$ cat src/rtl/instr_fetch_decode.sv
// -----------------------------------------------------------------------------
// instr_fetch_decode
//
// Multi-cycle instruction fetch / decode sequencer. An instruction is read from
// a word-addressed instruction memory with a req/ack handshake. It is latched
// into IR and split into register-file addresses, an immediate and ALU
// controls. One cycle is left for the downstream ALU to settle. Then the
// register file is written for one cycle and the PC advances.
// The all-ones word is HALT. HALT stops the sequencer until rst_n is asserted.
//
// Optional feature (compile-time macro):
//   RETIRE_CNT_EN  - when defined, retire_cnt counts WB cycles and saturates
//                    at 16'hFFFF. When undefined, retire_cnt is tied to 0 and
//                    no counter flop exists.
//
// Ports:
//   clk         in   rising-edge clock
//   rst_n       in   asynchronous active-low reset
//   start       in   begin execution at the current PC (sampled in IDLE only)
//   imem_req    out  instruction read request (high throughout FETCH)
//   imem_addr   out  instruction address, always equal to PC
//   imem_ack    in   imem_rdata valid this cycle (ignored outside FETCH)
//   imem_rdata  in   instruction word
//   rs, rt, rd  out  register-file read/write addresses
//   imm_in      out  raw immediate, sign-extended downstream
//   mux_sel     out  1 = immediate operand B, 0 = register operand B
//   ALUopsel    out  [3] mode, [2:0] opsel
//   we          out  register-file write enable (WB cycle only)
//   busy        out  high in FETCH, DECODE, EXEC and WB
//   halted      out  high in HALT
//   retire_cnt  out  retired-instruction count (see RETIRE_CNT_EN)
// -----------------------------------------------------------------------------
module instr_fetch_decode #(
  parameter int DWIDTH = 32,
  parameter int RWIDTH = 6,
  parameter int IMM_IN = 15,
  parameter int AWIDTH = 8
) (
  input  logic              clk,
  input  logic              rst_n,
  input  logic              start,
  output logic              imem_req,
  output logic [AWIDTH-1:0] imem_addr,
  input  logic              imem_ack,
  input  logic [DWIDTH-1:0] imem_rdata,
  output logic [RWIDTH-1:0] rs,
  output logic [RWIDTH-1:0] rt,
  output logic [RWIDTH-1:0] rd,
  output logic [IMM_IN-1:0] imm_in,
  output logic              mux_sel,
  output logic [3:0]        ALUopsel,
  output logic              we,
  output logic              busy,
  output logic              halted,
  output logic [15:0]       retire_cnt
);

  typedef enum logic [2:0] {
    S_IDLE,
    S_FETCH,
    S_DECODE,
    S_EXEC,
    S_WB,
    S_HALT
  } state_t;

  // Instruction layout, anchored at the MSB:
  //   [31:28] ALUopsel  [27] mux_sel  [26:21] rd  [20:15] rs  [14:9] rt
  //   [14:0]  imm_in    (rt and imm_in overlap; the opcode decides which is used)
  localparam int OP_MSB  = DWIDTH - 1;
  localparam int MUX_BIT = DWIDTH - 5;
  localparam int RD_MSB  = DWIDTH - 6;
  localparam int RS_MSB  = RD_MSB - RWIDTH;
  localparam int RT_MSB  = RS_MSB - RWIDTH;

  localparam logic [DWIDTH-1:0] HALT_WORD = '1;

  state_t              state;
  logic [AWIDTH-1:0]   pc;
  logic [DWIDTH-1:0]   ir;

  assign imem_addr = pc;

  // Single-process FSM. Every control output is a flop. Each output is
  // assigned together with the state it belongs to, so the value matches
  // the state without combinational decode. The async reset therefore clears
  // the outputs immediately. It aborts any FETCH or WB in flight. The PC
  // increment and the retire count both happen on the edge that leaves WB,
  // so a reset during WB makes neither change.
  always_ff @(posedge clk or negedge rst_n) begin
    if (!rst_n) begin
      // NOTE: IR and the decoded fields are ordinary flops, not a memory
      // array. Resetting them is cheap and gives a defined all-zero interface
      // straight out of reset.
      state    <= S_IDLE;
      pc       <= '0;
      ir       <= '0;
      imem_req <= 1'b0;
      we       <= 1'b0;
      busy     <= 1'b0;
      halted   <= 1'b0;
      rs       <= '0;
      rt       <= '0;
      rd       <= '0;
      imm_in   <= '0;
      mux_sel  <= 1'b0;
      ALUopsel <= '0;
    end else begin
      // NOTE: sequential state uses non-blocking assignments only. Every
      // right-hand side then reads the pre-edge value, whatever the statement
      // order.
      case (state)
        S_IDLE: begin
          if (start) begin
            state    <= S_FETCH;
            imem_req <= 1'b1;
            busy     <= 1'b1;
          end
        end

        // While waiting for ack, the request and the address (the PC) stay
        // unchanged. An ack in the first FETCH cycle completes the fetch
        // with no wait state.
        S_FETCH: begin
          if (imem_ack) begin
            ir       <= imem_rdata;
            imem_req <= 1'b0;
            state    <= S_DECODE;
          end
        end

        // HALT leaves the field outputs untouched. They keep the last real
        // instruction's values.
        S_DECODE: begin
          if (ir == HALT_WORD) begin
            state  <= S_HALT;
            busy   <= 1'b0;
            halted <= 1'b1;
          end else begin
            ALUopsel <= ir[OP_MSB -: 4];
            mux_sel  <= ir[MUX_BIT];
            rd       <= ir[RD_MSB -: RWIDTH];
            rs       <= ir[RS_MSB -: RWIDTH];
            rt       <= ir[RT_MSB -: RWIDTH];
            imm_in   <= ir[IMM_IN-1:0];
            state    <= S_EXEC;
          end
        end

        // ALU settling cycle. we is raised here so that it is high during
        // exactly the WB cycle.
        S_EXEC: begin
          we    <= 1'b1;
          state <= S_WB;
        end

        // The PC wraps naturally at 2^AWIDTH. imem_req rises only as we
        // falls, so the two are never high together.
        S_WB: begin
          we       <= 1'b0;
          pc       <= pc + 1'b1;
          imem_req <= 1'b1;
          state    <= S_FETCH;
        end

        S_HALT: begin
          state <= S_HALT;
        end

        default: begin
          state    <= S_IDLE;
          imem_req <= 1'b0;
          we       <= 1'b0;
          busy     <= 1'b0;
          halted   <= 1'b0;
        end
      endcase
    end
  end

`ifdef RETIRE_CNT_EN
  // One count per WB cycle, saturating so a long run never wraps to a small
  // number.
  always_ff @(posedge clk or negedge rst_n) begin
    if (!rst_n) begin
      retire_cnt <= '0;
    end else if (state == S_WB && retire_cnt != 16'hFFFF) begin
      retire_cnt <= retire_cnt + 16'd1;
    end
  end
`else
  assign retire_cnt = '0;
`endif

endmodule

$ cat config.mk
export PLATFORM = sky130hd
export DESIGN_NAME = instr_fetch_decode
export DESIGN_NICKNAME = d
export VERILOG_FILES = /design/src/rtl/instr_fetch_decode.sv
export SDC_FILE = /design/constraint.sdc
export NUM_CORES = 1
export LEC_CHECK = 0
export ABC_AREA = 1
export ABC_CLOCK_PERIOD_IN_PS = 1710
export BUFFER_PORTS_ARGS = -buffer_cell sky130_fd_sc_hd__buf_4
export CAP_MARGIN = 20
export CORE_MARGIN = 2
export CORE_UTILIZATION = 52
export CTS_BUF_LIST = sky130_fd_sc_hd__clkbuf_8 sky130_fd_sc_hd__clkbuf_16
export CTS_CLUSTER_SIZE = 30
export DETAILED_ROUTE_END_ITERATION = 12
export PLACE_DENSITY = 0.86
export SLEW_MARGIN = 0
export SYNTH_ARGS = -nofsm -noshare
export SYNTH_HDL_FRONTEND = slang
export SYNTH_SLANG_ARGS = --single-unit
$ cat constraint.sdc
create_clock -name clk -period 1.71 [get_ports clk]
set_input_delay 0.171 -clock clk [delete_from_list [all_inputs] [get_ports clk]]
set_output_delay 0.171 -clock clk [all_outputs]
set_load 0.005 [all_outputs]
==> results of run 1 <==
per-layer routing:
metal | global-route usage [%] | wire, microns
met1 | 26.79 | 3139
met5 | 0 | 0
met4 | 7.300 | 65
met3 | 4.807 | 366
met2 | 32.16 | 3561
state kept, by name, summed over array words and instances (netlist names):
name / cells
ir: 32
state: 3
imem_addr: 8
rd: 6
rt: 6
rs: 6
ALUopsel: 4
mux_sel: 1
imem_req: 1
we: 1
halted: 1
imm_in: 9
busy: 1
cells by family (layout without fill, tap and decap cells):
| family | after synthesis | in the layout | share of synthesized area [%] |
|---|---|---|---|
| buffers and inverters | 81 | 153 | 12.80 |
| and+or+nand+nor | 143 | 143 | 18.93 |
| xor gates and xnor gates | 6 | 6 | 1.430 |
| adders and majority gates | 1 | 1 | 0.3404 |
| AOI/OAI and AO/OA | 70 | 70 | 12.60 |
| DFF | 79 | 79 | 53.80 |
| other | 1 | 16 | 0.1020 |
tightest hold or removal path, cell delays in order:
cell and delay (ns):
buf_4 0.08, nand2_1 0.04, nand2_1 0.05
layout by cell type, fill, tap and decap left out, types with 2 or more instances in the layout:
| cell | n |
|---|---|
| buf_4 | 86 |
| dfrtp_1 | 79 |
| nand2_1 | 51 |
| inv_1 | 45 |
| nor2_1 | 44 |
| a21oi_1 | 33 |
| nand2_2 | 31 |
| o21ai_2 | 30 |
| conb_1 | 16 |
| clkbuf_8 | 11 |
| xor2_1 | 5 |
| o21ai_1 | 5 |
| buf_12 | 5 |
| nor2_4 | 3 |
| nand3b_1 | 3 |
| nand3_1 | 3 |
| nor2_2 | 2 |
| o21ai_0 | 2 |
| nor3_1 | 2 |
cell type report:
type,instances,share of cell area [%]
clock buffers,11,3.357
multi-input cells,236,28.47
clock inverters,4,1.027
repair buffers,92,16.76
inverters,46,3.885
well taps,96,2.664
flip-flops and latches,79,43.84
stage by stage:
stage	hold WS, ns	instances	util (%)
after detailed placement	0.2289	548	62.97
after floorplan	-0.1246	396	-
after CTS	0.02359	564	66.01
after global routing	0.05332	564	66.01
after global placement	0.2259	548	62.97
final	0.04013	564	66.01
power breakdown:
part	total, mW	switching (mW)	leakage [nW]	internal [mW]
registers	1.87	0	0.921	1.87
logic	0.115	0.0578	1.53	0.0567
clock network	1.37	0.627	0.103	0.738
total	3.35	0.685	2.56	2.66
worst paths after layout:
path | slack (ns) | startpoint | to
hold / removal | 0.04 | start | busy$_DFFE_PN0P_
hold reg to reg | 0.48 | we$_DFFE_PN0N_ | we$_DFFE_PN0N_
setup / recovery | 0.17 | ir[17]$_DFFE_PN0P_ | rd[5]$_DFFE_PN0P_
min in group asynchronous | 0.39 | rst_n | imem_addr[5]$_DFFE_PN0P_
setup reg to reg | 0.17 | ir[17]$_DFFE_PN0P_ | rd[5]$_DFFE_PN0P_
max in group asynchronous | 0.98 | rst_n | rd[3]$_DFFE_PN0P_
==> run summary, run 1 <==
Synth area leader - dfrtp_1
CP Cell Sequence - nand2_1, nor2_1, nand2_1, nor2_2, nand2_2, nand2_4, buf_12, nand2_1, o21ai_2
maximum VDD drop - 0.4619 mV
CTS buffer count - 9
CP max stage cell - dfrtp_1
Final Setup Violations - 0
post_cts resized - 0
Ports - 102
fmax - 0.6475 GHz
Clock Sink Count - 79
register bit total from synthesis - 79
clock buffer depth - 2
total congestion overflow - 0
Avg Cell Area, Syn - 9.645 sq um
post-synthesis cell area - 0.003675 sq mm
Worst setup SP type - register
Clock transition at path regs - 0.07 ns
initial core utilization - 53.79%
DRT antenna net count - 0
Worst Path Buf+Inv - 1
EDFF count, synth - 0
Hold Vio Cnt, Final - 0
leakage - 2.558 nW
port buffer count - 85
CTS H-tree lvls - 3
crit path DAT - 1.82 ns
GPL Wtd Cong - 0.7989
row count - 30
Final min period - 1.544 ns
vias in the first global route - 2599
area of the multi-input gates - 0.001284 sq mm
outcome - finished, final reports clean
Layout Nets - 501
vias per inst - 4.770
DRT iter0 DRCs - 152
count leader, synth - dfrtp_1
Area Growth Syn to Fin - 22.71%
placed cell area - 0.004302 sq mm
final WL - 7.133 mm
Root Driver - clkbuf_8
Critical Path Max Stage Delay - 0.35 ns
Slew Viols, Final - 0
Cells after Synth - 381
WHS Path Cells - 3
unrepaired setup endpoints after global routing - false
die width - 88.07 microns
Ys Warns - 0
max_cap viols - 0
Reg area - 0.001977 sq mm
First-pass DRT Iterations - 4
worst min-delay path category - in2reg
hold buffers post-CTS - 1
global-route wire length before repair - 11.90 mm
Antenna Cells - 0
share of the synthesized area in the top cell type - 53.80%
CP Capture Type - register
Die Height - 88.07 microns
Avg WL per Cell - 12.65 microns
critical path type - reg2reg
Top delay family on crit path - simple AND/OR/NAND/NOR gates
setup slack at placement - 0.1931 ns
share of the yosys chip area belonging to registers - 53.80%
setup_tns - 0 ns
post-layout instance area - 0.004509 sq mm
Netlist cell types - 28
most numerous cell on the critical path - nand2_1
Power per Cell Area - 742.2 mW/mm^2
routed vias - 2690
Levels on crit path - 9
post-DP HPWL - 5.258 mm
ys async rst share - 100.0%
top_reg_cell synth - dfrtp_1
Post-Route Skew - 0.003818 ns
worst-path fanout max - 20
total core area - 0.006832 sq mm
Final WS setup - 0.1656 ns
# fillers - 571
largest net degree at the start of global routing - 80
top cells by area, synth - dfrtp_1, o21ai_2, nand2_2, nand2_1, buf_4
DIE AREA - 0.007755 sq mm
Tot GR Track Use - 20.04%
period utilization - 90.32%
FF-to-FF path depth - 9
share of cells above drive strength 1 - 37.61%
post-CTS setup buffers - 0
CTS tree - yes
WP data required - 1.98 ns
Synth top cells by count - dfrtp_1, nand2_1, inv_1, nor2_1, a21oi_1
Residual DRC - 0
initial antenna violation count - 0
Final Power - 3.347 mW
clk_lat worst skew - 0.34 ns
Power figures use the tool's default switching activity.
==> inputs of run 2 (changes only) <==
Settings changed: CORE_ASPECT_RATIO set to 1.2.
==> run summary, run 2 (synthesis gave the netlist of run 1 again) <==
outcome - finished, final reports clean
fmax - 0.6579 GHz (+1.6%)
R2R Setup Slk - 0.19 ns (+0.02 ns)
Worst Setup SP - ir[3]$_DFFE_PN0P_
FF-to-FF path depth - 9 (unchanged)
Pint - 2.515 mW (-5.5%)
initial core utilization - 53.61% (-0.18 points)
Net Switching - 0.6855 mW (about the same)
Layout Nets - 500 (-0.20%)
crit path DAT - 1.79 ns (-0.03 ns)
Critical R2R Capture - rt[2]$_DFFE_PN0P_
Clk pwr share - 38.1% (-2.7 points)
Final min period - 1.520 ns (-0.02439 ns)
final WL - 6.924 mm (-2.9%)
most frequent cells in the layout - buf_4, dfrtp_1, nand2_1
DRT iter0 DRCs - 188 (+24%)
setup_tns - 0 ns (unchanged)
Clock transition at path regs - 0.08 ns (about the same)
Slew Viols, Final - 0 (unchanged)
leakage - 2.549 nW (-0.35%)
Net Sw Frac - 21.42% (+0.96 points)
setup slack at placement - 0.2101 ns (+0.01696 ns)
Area Growth Syn to Fin - 21.62%
CTS buffer count - 9 (unchanged)
largest reg by FF count - ir
global-route wire length before repair - 11.17 mm (-6.1%)
max_cap viols - 0 (unchanged)
largest net degree at the start of global routing - 80 (unchanged)
Power per Cell Area - 716.1 mW/mm^2 (-3.5%)
Antenna Cells - 0 (unchanged)
Root Driver - clkbuf_8
port buffer count - 85 (unchanged)
post-CTS setup buffers - 0 (unchanged)
Residual DRC - 0 (unchanged)
Final Setup Violations - 0 (unchanged)
WP data required - 1.98 ns (about the same)
Tot GR Track Use - 18.90% (-1.1 points)
share of cells above drive strength 1 - 37.39% (-0.21 points)
die width - 80.74 microns (-8.3%)
CTS tree - yes
post-DP HPWL - 4.908 mm (-6.7%)
total congestion overflow - 0 (unchanged)
GPL Wtd Cong - 0.7577 (-5.2%)
combinational fraction of design power - 3.6% (+0.2 points)
Reg-to-Reg Start - ir[3]$_DFFE_PN0P_
register share of total power - 58.3% (+2.5 points)
placed cell area - 0.004283 sq mm (-0.44%)
post-layout instance area - 0.004469 sq mm (-0.89%)
period utilization - 88.89% (-1.4 points)
Post-Route Skew - 0.004445 ns (+0.0006267 ns)
Die Height - 96.09 microns (+9.1%)
commonest non-fill, non-tap cell in the layout - buf_4
routed vias - 2633 (-2.1%)
Avg WL per Cell - 12.48 microns (-1.4%)
DIE AREA - 0.007758 sq mm (about the same)
Ports - 102 (unchanged)
total core area - 0.006854 sq mm (+0.33%)
Worst setup SP type - register
worst min-delay path category - in2reg
Hold Vio Cnt, Final - 0 (unchanged)
Clock Sink Count - 79 (unchanged)
critical path type - reg2reg
vias per inst - 4.744 (-0.53%)
worst-path fanout max - 22 (+10%)
worst setup path end - rt[2]$_DFFE_PN0P_
CTS H-tree lvls - 3 (unchanged)
maximum VDD drop - 0.5397 mV (+17%)
row count - 33 (+10%)
First-pass DRT Iterations - 4 (unchanged)
clk_lat worst skew - 0.34 ns (about the same)
vias in the first global route - 2472 (-4.9%)
CP Capture Type - register
clock buffer depth - 2 (unchanged)
Final WS setup - 0.1900 ns (+0.02439 ns)
initial antenna violation count - 0 (unchanged)
Largest register FFs - 32 (unchanged)
unrepaired setup endpoints after global routing - false
DRT antenna net count - 0 (unchanged)
-- run 2: changes by cell type in the layout (fill, tap and decap cells not counted) --
cell and change:
clkinv_2 +1, bufinv_16 -1, buf_4 -1, inv_1 +1
-- run 2: timing repair --
item	in CTS	in global routing
gates resized for setup	0	0
endpoints found under the hold margin	79	0
hold buffers	1	0
-- run 2: worst min-delay path by stage --
stage	cells after the start	to	start
detailed placement	2	imem_addr[6]$_DFFE_PN0P_	rst_n
global route	3	busy$_DFFE_PN0P_	start
finish	3	busy$_DFFE_PN0P_	start
floorplan	0	ALUopsel[0]$_DFFE_PN0P_	rst_n
global placement	2	imem_addr[6]$_DFFE_PN0P_	rst_n
CTS	3	busy$_DFFE_PN0P_	start
-- run 2: critical path: stages, from the launching register on --
cell and delay [ns]:
dfrtp_1 0.37, nand2_1 0.06, nor2_1 0.11, nand2_1 0.09, nor2_2 0.16, nand2_2 0.08, nand2_4 0.21, buf_12 0.22
nand2_1 0.06, o21ai_1 0.07
-- run 2: layer usage --
layer	routed length, microns	vias to the layer above	GRT usage (%)
li1	-	1305	-
met1	3031	1260	25.33
met2	3456	62	29.65
met3	329	6	4.409
met4	107	0	7.910
met5	0	-	0
-- run 2: stage by stage --
step | power [mW] | instances | utilization [%] | hold WS [ns]
2_1_floorplan | 1.939 | 396 | - | -0.1246
3_3_place_gp | 2.018 | 538 | 62.49 | 0.2281
3_5_place_dp | 2.018 | 538 | 62.49 | 0.2263
4_1_cts | 3.246 | 555 | 65.21 | 0.03318
5_1_grt | 3.337 | 555 | 65.21 | 0.04167
6_report | 3.200 | 555 | 65.21 | 0.04482
-- run 2: area by class of cell --
class,count,area [sq um]
fill,582,2385
tap,87,108.9
sequential,79,1977
clock inverter,5,25.02
inverter,46,175.2
timing repair buffer,91,748.2
clock buffer,11,151.4
multi-input combinational,236,1284
-- run 2: power groups by stage --
stage	clock [mW]	combinational [mW]	sequential (mW)
2_1_floorplan	0	0.0353	1.90
3_3_place_gp	0	0.114	1.90
3_5_place_dp	0	0.115	1.90
4_1_cts	1.26	0.117	1.87
5_1_grt	1.34	0.132	1.87
6_report	1.22	0.115	1.87
